[src/rtl/seq_divider16_pkg.sv]
// Shared ALU package: divider state encoding, datapath width and the
// quotient value reported for a zero divisor.
package seq_divider16_pkg;

  localparam int DIV_WIDTH = 16;

  localparam logic [DIV_WIDTH-1:0] DIV_ZERO_QUOTIENT = '1;

  typedef enum logic [1:0] {
    ST_IDLE = 2'd0,
    ST_RUN  = 2'd1,
    ST_DONE = 2'd2
  } div_state_e;

endpackage

[src/rtl/seq_divider16_div_step.sv]
// One restoring-division step: WIDTH+1-bit trial subtraction built as a ripple
// of full-adder cells (inverted divisor, carry-in 1), plus the quotient bit.
module seq_divider16_div_step #(
  parameter int WIDTH = 16
) (
  input  logic [WIDTH:0]   i_partial,
  input  logic [WIDTH-1:0] i_divisor,
  output logic [WIDTH:0]   o_trial,
  output logic             o_q_bit
);

  logic [WIDTH:0] w_b;
  logic [WIDTH:0] w_carry;

  assign w_b        = ~{1'b0, i_divisor};
  assign w_carry[0] = 1'b1;

  for (genvar i = 0; i <= WIDTH; i++) begin : g_fa
    assign o_trial[i] = i_partial[i] ^ w_b[i] ^ w_carry[i];
    if (i < WIDTH) begin : g_carry
      assign w_carry[i+1] = (i_partial[i] & w_b[i]) |
                            (w_carry[i] & (i_partial[i] ^ w_b[i]));
    end
  end

  // A clear sign bit means the trial difference is non-negative.
  assign o_q_bit = ~o_trial[WIDTH];

endmodule

[src/rtl/seq_divider16.sv]
// Sequential restoring unsigned divider: one quotient bit per clock, with a
// one-cycle done pulse and a divide-by-zero short path straight to DONE.
module seq_divider16
  import seq_divider16_pkg::*;
#(
  parameter int WIDTH = DIV_WIDTH
) (
  input  logic             clk,
  input  logic             reset,
  input  logic             start,
  input  logic [WIDTH-1:0] dividend,
  input  logic [WIDTH-1:0] divisor,
  output logic             busy,
  output logic             done,
  output logic [WIDTH-1:0] quotient,
  output logic [WIDTH-1:0] remainder,
  output logic             div_by_zero
);

  localparam int CW = (WIDTH > 1) ? $clog2(WIDTH) : 1;

  div_state_e       r_state;
  div_state_e       w_next_state;
  logic [CW-1:0]    r_count;
  logic [WIDTH-1:0] r_q;
  logic [WIDTH-1:0] r_rem;
  logic [WIDTH-1:0] r_div;
  logic             r_dbz;

  logic             w_accept;
  logic             w_last;
  logic [WIDTH:0]   w_partial;
  logic [WIDTH:0]   w_trial;
  logic             w_q_bit;

  assign w_accept = (r_state == ST_IDLE) && start;
  assign w_last   = (r_count == CW'(WIDTH - 1));

  // The kept remainder is always below the divisor, so WIDTH bits hold it;
  // only the shifted value needs the extra bit.
  assign w_partial = {r_rem, r_q[WIDTH-1]};

  seq_divider16_div_step #(.WIDTH(WIDTH)) u_div_step (
    .i_partial (w_partial),
    .i_divisor (r_div),
    .o_trial   (w_trial),
    .o_q_bit   (w_q_bit)
  );

  always_ff @(posedge clk or posedge reset) begin
    if (reset) r_state <= ST_IDLE;
    else       r_state <= w_next_state;
  end

  // NOTE: defaulting every always_comb output first keeps the block latch-free.
  always_comb begin
    w_next_state = r_state;
    case (r_state)
      ST_IDLE: begin
        if (start) w_next_state = (divisor == '0) ? ST_DONE : ST_RUN;
      end
      ST_RUN:  begin
        if (w_last) w_next_state = ST_DONE;
      end
      ST_DONE: w_next_state = ST_IDLE;
      default: w_next_state = ST_IDLE;
    endcase
  end

  // NOTE: non-blocking assignments here so every register samples pre-edge values.
  always_ff @(posedge clk or posedge reset) begin
    if (reset) begin
      r_count <= '0;
      r_q     <= '0;
      r_rem   <= '0;
      r_div   <= '0;
      r_dbz   <= 1'b0;
    end else if (w_accept) begin
      r_count <= '0;
      r_div   <= divisor;
      if (divisor == '0) begin
        r_q   <= WIDTH'(DIV_ZERO_QUOTIENT);
        r_rem <= dividend;
        r_dbz <= 1'b1;
      end else begin
        r_q   <= dividend;
        r_rem <= '0;
        r_dbz <= 1'b0;
      end
    end else if (r_state == ST_RUN) begin
      r_count <= r_count + CW'(1);
      r_q     <= {r_q[WIDTH-2:0], w_q_bit};
      r_rem   <= w_q_bit ? w_trial[WIDTH-1:0] : w_partial[WIDTH-1:0];
    end
  end

  assign busy        = (r_state == ST_RUN);
  assign done        = (r_state == ST_DONE);
  assign quotient    = r_q;
  assign remainder   = r_rem;
  assign div_by_zero = r_dbz;

endmodule
[config.mk]
export PLATFORM = sky130hd
export DESIGN_NAME = seq_divider16
export DESIGN_NICKNAME = d
export VERILOG_FILES = /design/src/rtl/seq_divider16_pkg.sv /design/src/rtl/seq_divider16_div_step.sv /design/src/rtl/seq_divider16.sv
export SDC_FILE = /design/constraint.sdc
export NUM_CORES = 1
export LEC_CHECK = 0
export CORE_ASPECT_RATIO = 0.8
export CORE_MARGIN = 2
export CORE_UTILIZATION = 46
export CTS_BUF_LIST = sky130_fd_sc_hd__clkbuf_8 sky130_fd_sc_hd__clkbuf_16
export CTS_CLUSTER_SIZE = 12
export DETAILED_ROUTE_END_ITERATION = 8
export GPL_TIMING_DRIVEN = 0
export MAX_ROUTING_LAYER = met4
export PLACE_DENSITY = 0.77
export SLEW_MARGIN = 20
export SYNTH_ARGS = -nofsm -noshare
export SYNTH_HDL_FRONTEND = slang
export SYNTH_HIERARCHICAL = 1
export SYNTH_SLANG_ARGS = --single-unit
[constraint.sdc]
create_clock -name clk -period 7.1 [get_ports clk]
set_input_delay 1.42 -clock clk [delete_from_list [all_inputs] [get_ports clk]]
set_output_delay 1.42 -clock clk [all_outputs]
set_load 0.03 [all_outputs]
======== Yosys cells after proc, flatten, opt, wreduce, memory -nomap -nowiden ========
Cells that the tools add are included.
storage, ports and cells
  logic and storage cells ................. 114
  output and inout bits ................... 35
  bits in registers ....................... 55
  bits of input ports ..................... 35
operators by class
  muxes and demuxes ....................... 14
  reduce and logical (&&, ||, !) cells .... 5
  bitwise logic cells ..................... 83
  $add $sub $neg .......................... 1
  equal/unequal tests ..................... 5
operators by type and width
  cell                   number
  $mux W16               7
  $xor A1 B1 Y1          33
  $and A1 B1 Y1          31
  $not A16 Y17           1
  $logic_not A16 Y1      1
  $or A1 B1 Y1           16
  $mux W4                2
  $mux W2                3
  $add A4 B1 Y4 const B  1
  $eq A4 B4 Y1 const B   1
  $pmux W2 S2            1
  $eq A2 B1 Y1 const B   1
  $eq A2 B2 Y1 const B   1
  $logic_not A2 Y1       1
  $ne A2 B1 Y1 const B   1
  $ne A2 B2 Y1 const B   1
  $not A1 Y1             2
  $reduce_and A2 Y1      1
  $reduce_bool A2 Y1     1
  $logic_and A1 B1 Y1    1
  $mux W1                1

======== Depth between registers and ports, before layout ========
  depth in word-level cells ............... 37
  depth in mapped cells ................... 25
  gate-level depth less buffers ........... 23

======== Modules after synthesis ========
Netlist, hierarchy kept.
modules (own cells, without submodules)
  module                  seq. area each (um^2)  times used  cells an instance  area an instance (um^2)
  seq_divider16           1376.3                 1           301                2861.5
  seq_divider16_div_step  0.0                    1           51                 454.2

======== Worst setup path before layout ========
Ideal clock, no wire load.
  kind .................................... register -> register
  from .................................... register r_q[15] (netlist: quotient[15])
  to ...................................... register r_rem[0] (netlist: remainder[0])
  library setup time ...................... 0.127 ns
  stages on the path, launching flop included .. 26
  data arrival time ....................... 7.489 ns
  clock period less this slack ............ 7.616 ns
  slack ................................... -0.516 ns
  buffers on the path ..................... 2
  data required time ...................... 6.973 ns
  cells stage by stage .................... dfrtp_1 -> inv_1 -> ha_1 -> inv_1 -> fa_1 -> inv_1 -> fa_1 -> fa_1 -> fa_1 -> fa_1 -> fa_1 -> fa_1 -> fa_1 -> fa_1 -> fa_1 -> fa_1 -> fa_1 -> fa_1 -> fa_1 -> fa_1 -> xnor2_1 -> buf_2 -> buf_2 -> mux2_2 -> a22oi_1 -> o21ai_1
between the ends
  longest elaborated chain between the ends .. 36
  elaborated cells between the ends (all ways) .. 38
  those cells by class .................... mux: 3; bitwise: 35
RTL lines
  what                                                   RTL line                                                                                  text
  from (decl)                                            seq_divider16.sv:25                                                                       logic [WIDTH-1:0] r_q;
  from (signal assigned)                                 seq_divider16.sv:82                                                                       r_q <= WIDTH'(DIV_ZERO_QUOTIENT);
  from (signal assigned)                                 seq_divider16.sv:86                                                                       r_q <= dividend;
  from (signal assigned)                                 seq_divider16.sv:92                                                                       r_q <= {r_q[WIDTH-2:0], w_q_bit};
  $and A1 B1 Y1 / $xor A1 B1 Y1 (equally long branches)  seq_divider16_div_step.sv:21, seq_divider16_div_step.sv:19, seq_divider16_div_step.sv:22
  $or A1 B1 Y1                                           seq_divider16_div_step.sv:21                                                              assign w_carry[i+1] = (i_partial[i] & w_b[i]) |
  $and A1 B1 Y1                                          seq_divider16_div_step.sv:22                                                              (w_carry[i] & (i_partial[i] ^ w_b[i]));
  $or A1 B1 Y1                                           seq_divider16_div_step.sv:21
  $and A1 B1 Y1                                          seq_divider16_div_step.sv:22
  $or A1 B1 Y1                                           seq_divider16_div_step.sv:21
  $and A1 B1 Y1                                          seq_divider16_div_step.sv:22
  $or A1 B1 Y1                                           seq_divider16_div_step.sv:21
  [20 not listed]                                        -
  $and A1 B1 Y1                                          seq_divider16_div_step.sv:22
  $or A1 B1 Y1                                           seq_divider16_div_step.sv:21
  $and A1 B1 Y1                                          seq_divider16_div_step.sv:22
  $or A1 B1 Y1                                           seq_divider16_div_step.sv:21
  $xor A1 B1 Y1                                          seq_divider16_div_step.sv:19                                                              assign o_trial[i] = i_partial[i] ^ w_b[i] ^ w_carry[i];
  $mux W16 (*)                                           seq_divider16.sv:93                                                                       r_rem <= w_q_bit ? w_trial[WIDTH-1:0] : w_partial[WIDTH-1:0];
  $mux W16 (*)                                           seq_divider16.sv:90                                                                       end else if (r_state == ST_RUN) begin
  $mux W16 (*)                                           seq_divider16.sv:78                                                                       end else if (w_accept) begin
  to (signal assigned)                                   seq_divider16.sv:83                                                                       r_rem <= dividend;
  to (signal assigned)                                   seq_divider16.sv:93
  to (decl)                                              seq_divider16.sv:26                                                                       logic [WIDTH-1:0] r_rem;
Every way passes the cells marked *; elsewhere a longest branch is shown, timed or not. The select of a mux whose other input is x is not followed.
A chain may end at the register's enable or synchronous reset.

======== Worst setup path after layout ========
  from .................................... register r_q[15] (netlist: quotient[15])
  to ...................................... register r_rem[13] (netlist: remainder[13])
between the ends
  longest elaborated chain between the ends .. 36
  elaborated cells between the ends (all ways) .. 38
  those cells by class .................... mux: 3; bitwise: 35
RTL lines
  what                                                   RTL line
  $and A1 B1 Y1 / $xor A1 B1 Y1 (equally long branches)  seq_divider16_div_step.sv:21, seq_divider16_div_step.sv:22
  $or A1 B1 Y1 (*)                                       seq_divider16_div_step.sv:21
  $and A1 B1 Y1 (*)                                      seq_divider16_div_step.sv:22
  $or A1 B1 Y1 (*)                                       seq_divider16_div_step.sv:21
  $and A1 B1 Y1 (*)                                      seq_divider16_div_step.sv:22
  $or A1 B1 Y1 (*)                                       seq_divider16_div_step.sv:21
  $and A1 B1 Y1 (*)                                      seq_divider16_div_step.sv:22
  $or A1 B1 Y1 (*)                                       seq_divider16_div_step.sv:21
  [20 not listed]                                        -
  $and A1 B1 Y1                                          seq_divider16_div_step.sv:22
  $or A1 B1 Y1                                           seq_divider16_div_step.sv:21
  $and A1 B1 Y1                                          seq_divider16_div_step.sv:22
  $or A1 B1 Y1                                           seq_divider16_div_step.sv:21
  $xor A1 B1 Y1                                          seq_divider16_div_step.sv:19
  $mux W16 (*)                                           seq_divider16.sv:93
  $mux W16 (*)                                           seq_divider16.sv:90
  $mux W16 (*)                                           seq_divider16.sv:78
Marked as above.

==> out/metrics.yaml <==
timing:
  timing.clock.skew_ns: 0.0111
  finalHoldViolCount: 0
  grt_setup_unrepaired: "yes"
  final_max_slew_viol_count: 0
  layout_worst_path_cycle_share_pct: 97.7
  tightestPinTransition_ns: 0.713
  timing.fmax_mhz: 144
  fin_crit_ns: 6.94
  whs_ns: 0.494
  timing.final.setup_violations: 0
  slew_headroom_pct: 52.5
min_path:
  hold_end: "r_count[3]"
  startpoint_of_the_most_critical_hold_path: "r_count[3]"
  hold_depth: 1
  hold_path.class: "flop to flop"
detailed_routing:
  initialDrtViolationCount: 191
  wl_met2_um: 4280
  wirelength_met1_um: 4300
  routedWlPerCell_um: 17.6
  route.detailed.drc: 0
  via_per_inst: 5.68
  wl_met3_um: 491
  routed-via-count: 2960
  antenna_left: 0
  wirelength_um: 9190
  top_layer: "met4"
  drt_first_pass_iters: 4
placement:
  buffer_ports.inserted: 69
  final_hpwl_from_detailed_placement_um: 6310
  placed_area_um2: 4140
  global_placer_s_final_weighted_congestion: 0.883
clock_tree:
  cts.htree.levels: 2
  cts_tree: "yes"
  clock_path_buffers: 2
  ctsHoldBuffers: 0
  cts_sinks: 55
  clk-insertion-delay-late_ns: 0.32
  cts.reportedPaths.clkPinSlew_ns: 0.11
  cts_root_buf: "sky130_fd_sc_hd__clkbuf_8"
  cts_made_buffers: 5
worst_setup_path:
  critical_path_class: "flop to flop"
  reg2reg_from: "quotient[15]"
  timing.critical_path.from_type: "flop"
  maximum_fanout_count_along_the_critical_path: 6
  r2r_slack_ns: 0.16
  crit_path_end_kind: "flop"
  crit_arrival_ns: 7.13
  reg2regPathDepth: 25
  cp.required_ns: 7.29
  worstReg2RegEnd: "remainder[13]"
layout:
  antennaDiodeCount: 0
  syn2layout_area_growth_pct: 33.4
  final_util_pct: 63.7
  final_nets: 485
  final_design_area_no_fill_um2: 4410
  final_layout_size_suffix_gt1_share_pct: 22.1
grt:
  maximum_number_of_pins_on_one_net_before_global_route_repair: 56
  antenna_found_initial: 0
  grt-ovfl-total: 0
  global_route_wire_length_before_repair_um: 14400
  grt_pass1_vias: 2940
  groute.usage.overall_pct: 23.9
die:
  floorplan.die.height_um: 79.8
  floorplan.die.width_um: 98.8
  fp.dieArea_um2: 7890
  initial_core_util_pct: 47.8
  rows: 27
  top_level_ports: 70
  core_area_um2: 6930
synth:
  netlist_instances: 351
  synthesis.area_per_instance_um2: 9.42
  postSynthNetCount: 403
  synth_warnings: 6
  netlist_area_um2: 3310
power_and_ir_drop:
  cellPowerDensity_nw_per_um2: 571
  peakVddDrop_v: 0.000441
  total_power_mw: 2.52
  total_leakage_power_nw: 1.91
flow_run:
  number_of_maximum_capacitance_violations: 0
outcome:
  outcome: "finished clean"
[per-layer routing]
layer | global-route usage, % | vias up
li1 | - | 1351
met1 | 33.5 | 1489
met2 | 36.8 | 107
met3 | 3.94 | 13
met4 | 5.48 | 0
met5 | - | -
[cell type report]
cell class | instances | area (um^2)
Buffer | 25 | 164
Clock buffer | 6 | 82.6
Clock inverter | 2 | 35.0
Fill cell | 564 | 2510
Inverter | 37 | 141
Multi-Input combinational cell | 233 | 1740
Sequential cell | 55 | 1380
Tap cell | 87 | 109
Timing Repair Buffer | 76 | 767
[report_power, final]
group,internal [mW],switching [mW]
registers,0.469,0.155
clock network,0.114,0.110
logic,0.859,0.811
total,1.44,1.08
[placed cells by master, fill, tap and decap left out, types with 2 or more instances in the layout]
cell type	count
sky130_fd_sc_hd__a21oi_1	17
sky130_fd_sc_hd__a22o_1	2
sky130_fd_sc_hd__a22oi_1	8
sky130_fd_sc_hd__a22oi_2	8
sky130_fd_sc_hd__buf_2	10
sky130_fd_sc_hd__buf_4	6
sky130_fd_sc_hd__buf_6	8
sky130_fd_sc_hd__clkbuf_1	5
sky130_fd_sc_hd__clkbuf_8	6
sky130_fd_sc_hd__clkdlybuf4s50_1	69
sky130_fd_sc_hd__dfrtp_1	54
sky130_fd_sc_hd__fa_2	15
sky130_fd_sc_hd__inv_1	34
sky130_fd_sc_hd__inv_2	2
sky130_fd_sc_hd__mux2_2	11
sky130_fd_sc_hd__mux2_4	5
sky130_fd_sc_hd__mux2i_1	3
sky130_fd_sc_hd__nand2_1	68
sky130_fd_sc_hd__nand2b_1	2
sky130_fd_sc_hd__nor2_1	2
sky130_fd_sc_hd__nor4_1	4
sky130_fd_sc_hd__o21ai_0	3
sky130_fd_sc_hd__o21ai_1	15
sky130_fd_sc_hd__o22ai_1	31
sky130_fd_sc_hd__or2_2	15
sky130_fd_sc_hd__or3b_1	16
[per-stage QoR]
stage	std cells	worst slack [ns]	TNS [ns]
4_1_cts	519	0.0269	0
3_5_place_dp	507	-0.231	-2.40
3_3_place_gp	507	-0.0765	-0.619
2_1_floorplan	351	0.0136	0
6_report	521	0.162	0
5_1_grt	521	-0.0401	-0.166
[how the worst max path moves through the flow]
| stage | slack, ns | startpoint | depth (start not counted) | end |
|---|---|---|---|---|
| detailed placement | -0.23 | quotient[15] | 25 | remainder[0] |
| global route | -0.04 | quotient[15] | 25 | remainder[14] |
| CTS | 0.03 | quotient[15] | 25 | remainder[6] |
| finish | 0.16 | quotient[15] | 25 | remainder[13] |
| floorplan | 0.01 | quotient[15] | 25 | remainder[0] |
| global placement | -0.08 | quotient[15] | 25 | remainder[8] |
[state kept, by name, summed over array words and instances, names as in the netlist]
register and count:
quotient 16, r_div 16, r_count 4, remainder 16, div_by_zero 1, r_state 2
[worst max-delay path, cell delays in order (launching register included)]
cell                      delay, ns
sky130_fd_sc_hd__dfrtp_2       0.41
sky130_fd_sc_hd__inv_1         0.05
sky130_fd_sc_hd__ha_2          0.18
sky130_fd_sc_hd__inv_2         0.05
sky130_fd_sc_hd__fa_2          0.17
sky130_fd_sc_hd__inv_1         0.05
sky130_fd_sc_hd__fa_2          0.34
sky130_fd_sc_hd__fa_2          0.34
sky130_fd_sc_hd__fa_2          0.35
sky130_fd_sc_hd__fa_2          0.35
sky130_fd_sc_hd__fa_2          0.34
sky130_fd_sc_hd__fa_2          0.34
sky130_fd_sc_hd__fa_2          0.34
sky130_fd_sc_hd__fa_2          0.34
sky130_fd_sc_hd__fa_2          0.35
sky130_fd_sc_hd__fa_2          0.35
sky130_fd_sc_hd__fa_2          0.35
sky130_fd_sc_hd__fa_2          0.35
sky130_fd_sc_hd__fa_2          0.34
sky130_fd_sc_hd__fa_2          0.36
sky130_fd_sc_hd__xnor2_2       0.14
sky130_fd_sc_hd__buf_6         0.17
sky130_fd_sc_hd__buf_4         0.15
sky130_fd_sc_hd__mux2_2        0.33
sky130_fd_sc_hd__a22oi_1       0.15
sky130_fd_sc_hd__o21ai_0       0.10
[repair_timing]
item | 4_1_cts | 5_1_grt
setup buffers | 3 | 3
endpoints found under the setup margin | 16 | 14
cloned | 1 | 0
resized for setup | 7 | 22
pin swaps | 1 | 5
No activity file was read; power rests on OpenSTA's default activity.
